==> config.mk <==
export PLATFORM = sky130hd
export DESIGN_NAME = instr_fetch_unit
export DESIGN_NICKNAME = d
export VERILOG_FILES = /design/src/rtl/instr_fetch_unit.sv
export SDC_FILE = /design/constraint.sdc
export NUM_CORES = 1
export LEC_CHECK = 0
export CAP_MARGIN = 40
export CORE_MARGIN = 3
export CORE_UTILIZATION = 35
export CTS_BUF_LIST = sky130_fd_sc_hd__clkbuf_16
export CTS_CLUSTER_DIAMETER = 40
export DETAILED_ROUTE_END_ITERATION = 8
export GPL_TIMING_DRIVEN = 0
export PLACE_DENSITY_LB_ADDON = 0.12
export SYNTH_ARGS = -nofsm -noshare
export SYNTH_HDL_FRONTEND = slang
export SYNTH_SLANG_ARGS = --single-unit
==> constraint.sdc <==
create_clock -name CLK -period 1.9 [get_ports CLK]
set_clock_uncertainty 0.05 [all_clocks]
set_input_delay 0.285 -clock CLK [delete_from_list [all_inputs] [get_ports CLK]]
set_output_delay 0.285 -clock CLK [all_outputs]
set_load 0.01 [all_outputs]
==> src/rtl/instr_fetch_unit.sv <==
// -----------------------------------------------------------------------------
// instr_fetch_unit
//
// Instruction fetch front end for the 16-bit stack processor. It holds the
// program counter, issues byte addresses to instruction memory over a req/ack
// handshake and advances by 2 for each accepted 16-bit instruction. Each fetched
// instruction is tagged with its own address and handed to the decoder through
// a single-entry valid/ready buffer. A branch request redirects the PC without
// withdrawing or altering a request that memory has not yet acknowledged.
//
// Ports
//   CLK            in   rising-edge clock
//   RST_n          in   asynchronous active-low reset
//   imem_req       out  fetch request, held until imem_ack
//   imem_addr      out  byte address of the requested instruction (= pc)
//   imem_ack       in   memory accepts the request, imem_rdata valid this cycle
//   imem_rdata     in   instruction word
//   branch_en      in   one-cycle redirect strobe
//   branch_target  in   redirect address (bit 0 ignored)
//   instr_valid    out  instr/instr_pc hold a live instruction
//   instr          out  buffered instruction word
//   instr_pc       out  address the buffered instruction was fetched from
//   instr_ready    in   decoder consumes when instr_valid & instr_ready
//   pc             out  current fetch PC
//
// All outputs come from registers or are decoded from the state register, so
// there is no combinational path from any input to any output.
// -----------------------------------------------------------------------------
module instr_fetch_unit #(
  parameter logic [15:0] RESET_PC = 16'h0000
) (
  input  logic        CLK,
  input  logic        RST_n,
  output logic        imem_req,
  output logic [15:0] imem_addr,
  input  logic        imem_ack,
  input  logic [15:0] imem_rdata,
  input  logic        branch_en,
  input  logic [15:0] branch_target,
  output logic        instr_valid,
  output logic [15:0] instr,
  output logic [15:0] instr_pc,
  input  logic        instr_ready,
  output logic [15:0] pc
);

  // Instructions are halfword aligned, so bit 0 of any fetch address is zero.
  localparam logic [15:0] LP_RESET_PC = RESET_PC & 16'hFFFE;

  typedef enum logic [1:0] {
    IDLE  = 2'd0,
    FETCH = 2'd1,
    HOLD  = 2'd2,
    FLUSH = 2'd3   // request outstanding whose data must be thrown away
  } state_t;

  state_t      r_state;
  logic [15:0] r_pc;
  logic [15:0] r_pending;
  logic [15:0] r_instr;
  logic [15:0] r_instr_pc;
  logic        r_instr_valid;

  state_t      w_state_nxt;
  logic [15:0] w_pc_nxt;
  logic [15:0] w_pending_nxt;
  logic [15:0] w_instr_nxt;
  logic [15:0] w_instr_pc_nxt;
  logic        w_instr_valid_nxt;
  logic [15:0] w_target;

  assign w_target = branch_target & 16'hFFFE;

  // NOTE: state uses non-blocking assignments so every register samples the
  // values from before the edge, independent of statement order.
  always_ff @(posedge CLK or negedge RST_n) begin
    if (!RST_n) begin
      r_state       <= IDLE;
      r_pc          <= LP_RESET_PC;
      r_pending     <= 16'h0000;
      r_instr       <= 16'h0000;
      r_instr_pc    <= 16'h0000;
      r_instr_valid <= 1'b0;
    end else begin
      r_state       <= w_state_nxt;
      r_pc          <= w_pc_nxt;
      r_pending     <= w_pending_nxt;
      r_instr       <= w_instr_nxt;
      r_instr_pc    <= w_instr_pc_nxt;
      r_instr_valid <= w_instr_valid_nxt;
    end
  end

  // NOTE: every signal is given its hold value before the case statement, so
  // no path through the block leaves one unassigned and no latch is inferred.
  always_comb begin
    w_state_nxt       = r_state;
    w_pc_nxt          = r_pc;
    w_pending_nxt     = r_pending;
    w_instr_nxt       = r_instr;
    w_instr_pc_nxt    = r_instr_pc;
    w_instr_valid_nxt = r_instr_valid;

    case (r_state)
      IDLE: begin
        if (branch_en) w_pc_nxt = w_target;
        w_state_nxt = FETCH;
      end

      FETCH: begin
        if (branch_en && imem_ack) begin
          // Fetched word belongs to the old stream; reissue at the target.
          w_pc_nxt = w_target;
        end else if (branch_en) begin
          // The request is already on the bus and must complete unchanged;
          // remember where to go once it is acknowledged.
          w_pending_nxt = w_target;
          w_state_nxt   = FLUSH;
        end else if (imem_ack) begin
          w_instr_nxt       = imem_rdata;
          w_instr_pc_nxt    = r_pc;
          w_instr_valid_nxt = 1'b1;
          w_pc_nxt          = r_pc + 16'd2;  // wraps modulo 2^16
          w_state_nxt       = HOLD;
        end
      end

      FLUSH: begin
        if (imem_ack) begin
          // A branch arriving with the ack is newer than the pending one.
          w_pc_nxt    = branch_en ? w_target : r_pending;
          w_state_nxt = FETCH;
        end else if (branch_en) begin
          w_pending_nxt = w_target;
        end
      end

      HOLD: begin
        // Branch wins over consumption: the buffered instruction is on the
        // wrong path and is dropped even if the decoder is ready.
        if (branch_en) begin
          w_instr_valid_nxt = 1'b0;
          w_pc_nxt          = w_target;
          w_state_nxt       = FETCH;
        end else if (r_instr_valid && instr_ready) begin
          w_instr_valid_nxt = 1'b0;
          w_state_nxt       = FETCH;
        end
      end

      default: w_state_nxt = IDLE;
    endcase
  end

  assign imem_req    = (r_state == FETCH) || (r_state == FLUSH);
  assign imem_addr   = r_pc;
  assign pc          = r_pc;
  assign instr_valid = r_instr_valid;
  assign instr       = r_instr;
  assign instr_pc    = r_instr_pc;

endmodule

# == Word-level counts from Yosys, hierarchy flattened ==
# Cells that the tools add are included.
# word_totals
register_bits,67
latch_bits,0
ram_bits,0
romBits,0
elab_cells,57
memories,0
# classes
n_addsub,1
mul,0
div_mod_pow,0
n_lt_le_gt_ge,0
n_eq_ne,13
n_shift,0
mux,23
bitwise_logic,2
reduce_logical,12
# op_table
cell,count
16-bit two-way mux,8
16-bit case mux with 3 select lines,1
16-bit case mux with 2 select lines,1
"16-bit by 2-bit adder with 16-bit output, second input constant",1
2-bit two-way mux,6
"3-bit inequality test, second input constant",4
4-bit AND reduction,3
"2-bit inequality test, second input constant",5
2-bit case mux with 4 select lines,1
1-bit two-way mux,5
5-bit AND reduction,1
"2-bit equality test, second input constant",2
2-bit nonzero test,2
3-bit AND reduction,1
"2-bit by 1-bit equality test with 1-bit output, second input constant",1
1-bit logical AND,2
2-bit zero test,1
"2-bit by 1-bit inequality test with 1-bit output, second input constant",1
1-bit inverter,2
1-bit case mux with 2 select lines,1
2-bit OR reduction,1
1-bit logical OR,1

# == Depth between registers and ports, before layout ==
# logic_depth
ltp_word,5
ltp_mapped,7

# == Least setup slack after synthesis ==
# Ideal clock, no wire load.
# synth_timing
kind,reg2reg
start,"register r_pc[1], in the netlist imem_addr[1]"
end,"register r_pc[13], in the netlist imem_addr[13]"
arrival_ns,1.489
t_required_ns,1.723
slack_ns,0.234
path_stages_with_launch,6
period_less_slack_ns,1.666
cell_sequence,dfrtp_1 > ha_1 > nand3_1 > nor2_1 > a41o_1 > o2bb2a_1
# synth_via
elab_chain_len,5
# synth_rtl
element,line_no,text
start: declaration,58,logic [15:0] r_pc;
start signal: assignment,86,r_pc <= w_pc_nxt;
16-bit by 2-bit adder with 16-bit output,123,w_pc_nxt = r_pc + 16'd2;
16-bit two-way mux,119,end else if (imem_ack) begin
16-bit two-way mux,114,end else if (branch_en) begin
16-bit two-way mux,111,if (branch_en && imem_ack) begin
16-bit case mux with 3 select lines,104,case (r_state)
# No other way between the ends. The select of a mux whose other input is x is not followed.
# A chain may end at the register's enable or synchronous reset.

# == Worst setup path after layout ==
# layout_timing
start,"register r_pc[15], in the netlist imem_addr[15]"
end,output pc[15]
# layout_lines
element,line_no,text
end: declaration,44,output logic [15:0] pc
# No word-level cell between the ends.

==> impl_metrics.json <==
{
  "period_share_pct": 96.03,
  "crit_path_cell_trace": "buf_4 -> clkdlybuf4s50_1",
  "via_per_inst": 5.027,
  "dieArea_um2": 11160,
  "synth_nets": 351,
  "wl_per_cell_um": 15.84,
  "p_int_mw": 4.511,
  "num-nets-final": 464,
  "hold_viol_final": 0,
  "cts_inserted_buffers": 9,
  "power_frac_clock_pct": 27.9,
  "cpPeakStageDelay_ns": 0.52,
  "avgSynthCellArea_um2": 11.10,
  "outcome": "completed",
  "start_util_pct": 36.75,
  "drc": 0,
  "vias": 2815,
  "synth_area_leaders": "dfrtp_1, mux2_1, buf_4, mux2_2, mux2_4",
  "grt_overflow_total": 0,
  "peakVddDrop_uv": 429.6,
  "synth.largest_area_cell": "dfrtp_1",
  "min-delay-path-class": "input pin to flip-flop",
  "drive_gt1_share_pct": 19.03,
  "synth_common_cells": "dfrtp_1, mux2_1, nand2_1",
  "std_cell_rows": 35,
  "min_period_ns": 1.825,
  "grt_pass1_wl_um": 14820,
  "cp_max_fo": 7,
  "max_slew_margin_pct": 65.30,
  "maxCapViolCount": 0,
  "switching_power_mw": 1.951,
  "cts_root_buf": "clkbuf_16",
  "dieHeight_um": 105.7,
  "n_antenna_cell": 0,
  "die_width_um": 105.7,
  "synth-edff-count": 0,
  "fillers": 917,
  "rsz0062_at_grt": "true",
  "leakagePower_nw": 2.116,
  "place_ws_ns": -0.2504,
  "grtUsageTotal_pct": 16.63,
  "clock.fmax_mhz": 548.1,
  "ys.warnings.count": 0,
  "combPwrFrac_pct": 37.2,
  "io_buffer_count": 100,
  "drv_slew": 0,
  "tritoncts": "built",
  "cts.clk_slew.worst_paths_ns": 0.06,
  "dpl.hpwl_um": 6614,
  "yosys.area.top_type_share_pct": 48.24,
  "grt_max_degree": 45,
  "crit_required_ns": 1.56,
  "total_power_mw": 6.462,
  "setup_viol_count_final": 0,
  "core_um2": 9459,
  "gp_congestion": 0.7856,
  "grt_pass1_vias": 2749,
  "num_io_pins": 103,
  "cts_num_sinks": 67,
  "critPathCaptureType": "primary output",
  "cp-start-kind": "flip-flop",
  "clockBufferDepth": 2,
  "drt_wl_total_um": 8868,
  "worstSetupPathType": "flip-flop to primary output",
  "cts_setup_buffers": 0,
  "synth_most_common_cell": "dfrtp_1",
  "synth-seq-cells": 67,
  "critPathSlowestCell": "clkdlybuf4s50_1",
  "critPathBufInv": 2,
  "dr.pass1.iters": 4,
  "pwr_density_cell_nw_per_um2": 1288,
  "worstMarginPinSlew_ns": 0.5205,
  "antenna_left": 0,
  "path_delay_family": "buffers and inverters",
  "p_seq_share_pct": 35.0,
  "drt_iter0_drc": 188,
  "synth-main-ff-cell": "dfrtp_1",
  "area_delta_synth_final_pct": 44.31,
  "async_reset_ff_share_pct": 100.0,
  "cts_htree_levels": 3,
  "yosysSeqAreaShare_pct": 48.24,
  "worst_slack_ns": 0.07550,
  "synth.distinct_cells": 51,
  "syn_inst": 313,
  "syn_area_um2": 3476,
  "clk_latency_ns": 0.33,
  "arrival_ns": 1.49,
  "antenna_found_initial": 0,
  "power.share.switching_pct": 30.19
}
## power groups by stage
stage | Combinational (mW) | Sequential [mW] | Clock [mW]
CTS | 2.43 | 2.26 | 1.85
global placement | 2.38 | 2.26 | 0
floorplan | 0.975 | 2.38 | 0
detailed placement | 2.42 | 2.28 | 0
finish | 2.40 | 2.26 | 1.80
global route | 2.59 | 2.34 | 1.92
## worst register-to-register path, cell delays in order, from the launching register on
cell	delay [ns]
dfrtp_1	0.31
buf_2	0.20
nor2b_4	0.29
and2_1	0.18
buf_6	0.14
buf_6	0.18
mux2_1	0.34
## logic make-up (layout without fill, tap and decap cells)
group           count (synthesis)  after routing  synth area share, %
compound gates                 74             74                13.90
xor+xnor                        3              3               0.7561
fa+ha+maj                       1              1               0.3599
buf+inv                        37            155                7.559
flops                          67             67                48.24
mux                            52             52                17.53
simple gates                   79             79                11.66
## cell usage in the layout (no fill, tap or decap), types with 3 or more instances in the layout
master / instances
buf_6: 7
dfrtp_1: 62
clkbuf_1: 4
o21ai_0: 20
and2_1: 7
a21oi_1: 14
nand2b_1: 4
dfrtp_2: 5
nor2_1: 19
a22o_1: 6
nand2_1: 23
mux2_4: 7
o22ai_1: 9
nand3_1: 7
buf_2: 5
mux2_2: 11
buf_4: 19
clkbuf_16: 9
a222oi_1: 3
a21o_1: 3
mux2_1: 32
clkdlybuf4s50_1: 98
## final cells by class
cell class                      instances  area [µm²]  area share, %
Sequential cell                        67        1683          33.55
Multi-Input combinational cell        209        1543          30.76
Timing Repair Buffer                  102        1039          20.70
Buffer                                 35       259.0          5.163
Clock buffer                            9       225.2          4.490
Tap cell                              129       161.4          3.218
Clock inverter                          7       98.84          1.971
Inverter                                2       7.507         0.1497
## through the flow
step	setup TNS [ns]	hold slack, ns	std cells	instance area, µm²	util, %
after floorplan	0	-0.06059	313	3476	-
after global placement	-129.21	0.4168	542	4638	49.03
after detailed placement	-4.462	0.1749	543	4663	49.30
after CTS	0	0.3244	560	5001	52.87
after global routing	-0.0007101	0.3579	560	5016	53.03
final	0	0.3414	560	5016	53.03
## registers in the layout (all words and copies together) (netlist names)
signal,count
r_pending,16
instr,16
instr_valid,1
instr_pc,16
r_state,2
imem_addr,16
## path summary, 6_finish.rpt
check / from / endpoint / cells after the start / slack [ns]
setup / recovery: imem_addr[15]$_DFFE_PN0P_ / pc[15] / 2 / 0.08
hold / removal: imem_ack / imem_addr[15]$_DFFE_PN0P_ / 3 / 0.34
setup reg to reg: r_state[0]$_DFFE_PN0P_ / instr[0]$_DFFE_PN0P_ / 6 / 0.11
hold reg to reg: instr_pc[11]$_DFFE_PN0P_ / instr_pc[11]$_DFFE_PN0P_ / 1 / 0.43
max in group asynchronous: RST_n / imem_addr[2]$_DFFE_PN0P_ / 3 / 0.90
min in group asynchronous: RST_n / instr[10]$_DFFE_PN0P_ / 2 / 0.35
## layer usage
metal / wire [µm] / GRT usage [%]
met2: 4005 / 25.68
met5: 0 / 0
met3: 500 / 3.001
met4: 125 / 6.105
met1: 4237 / 23.33
## repair_timing
| action | CTS | global route |
|---|---|---|
| gates resized for setup | 2 | 7 |
| cloned | 0 | 0 |
| endpoints found under the setup margin | 5 | 9 |
| hold buffers | 1 | 0 |
| hold endpoints to repair | 23 | 0 |
| pin swaps | 0 | 2 |
No activity file was read; power rests on OpenSTA's default activity.
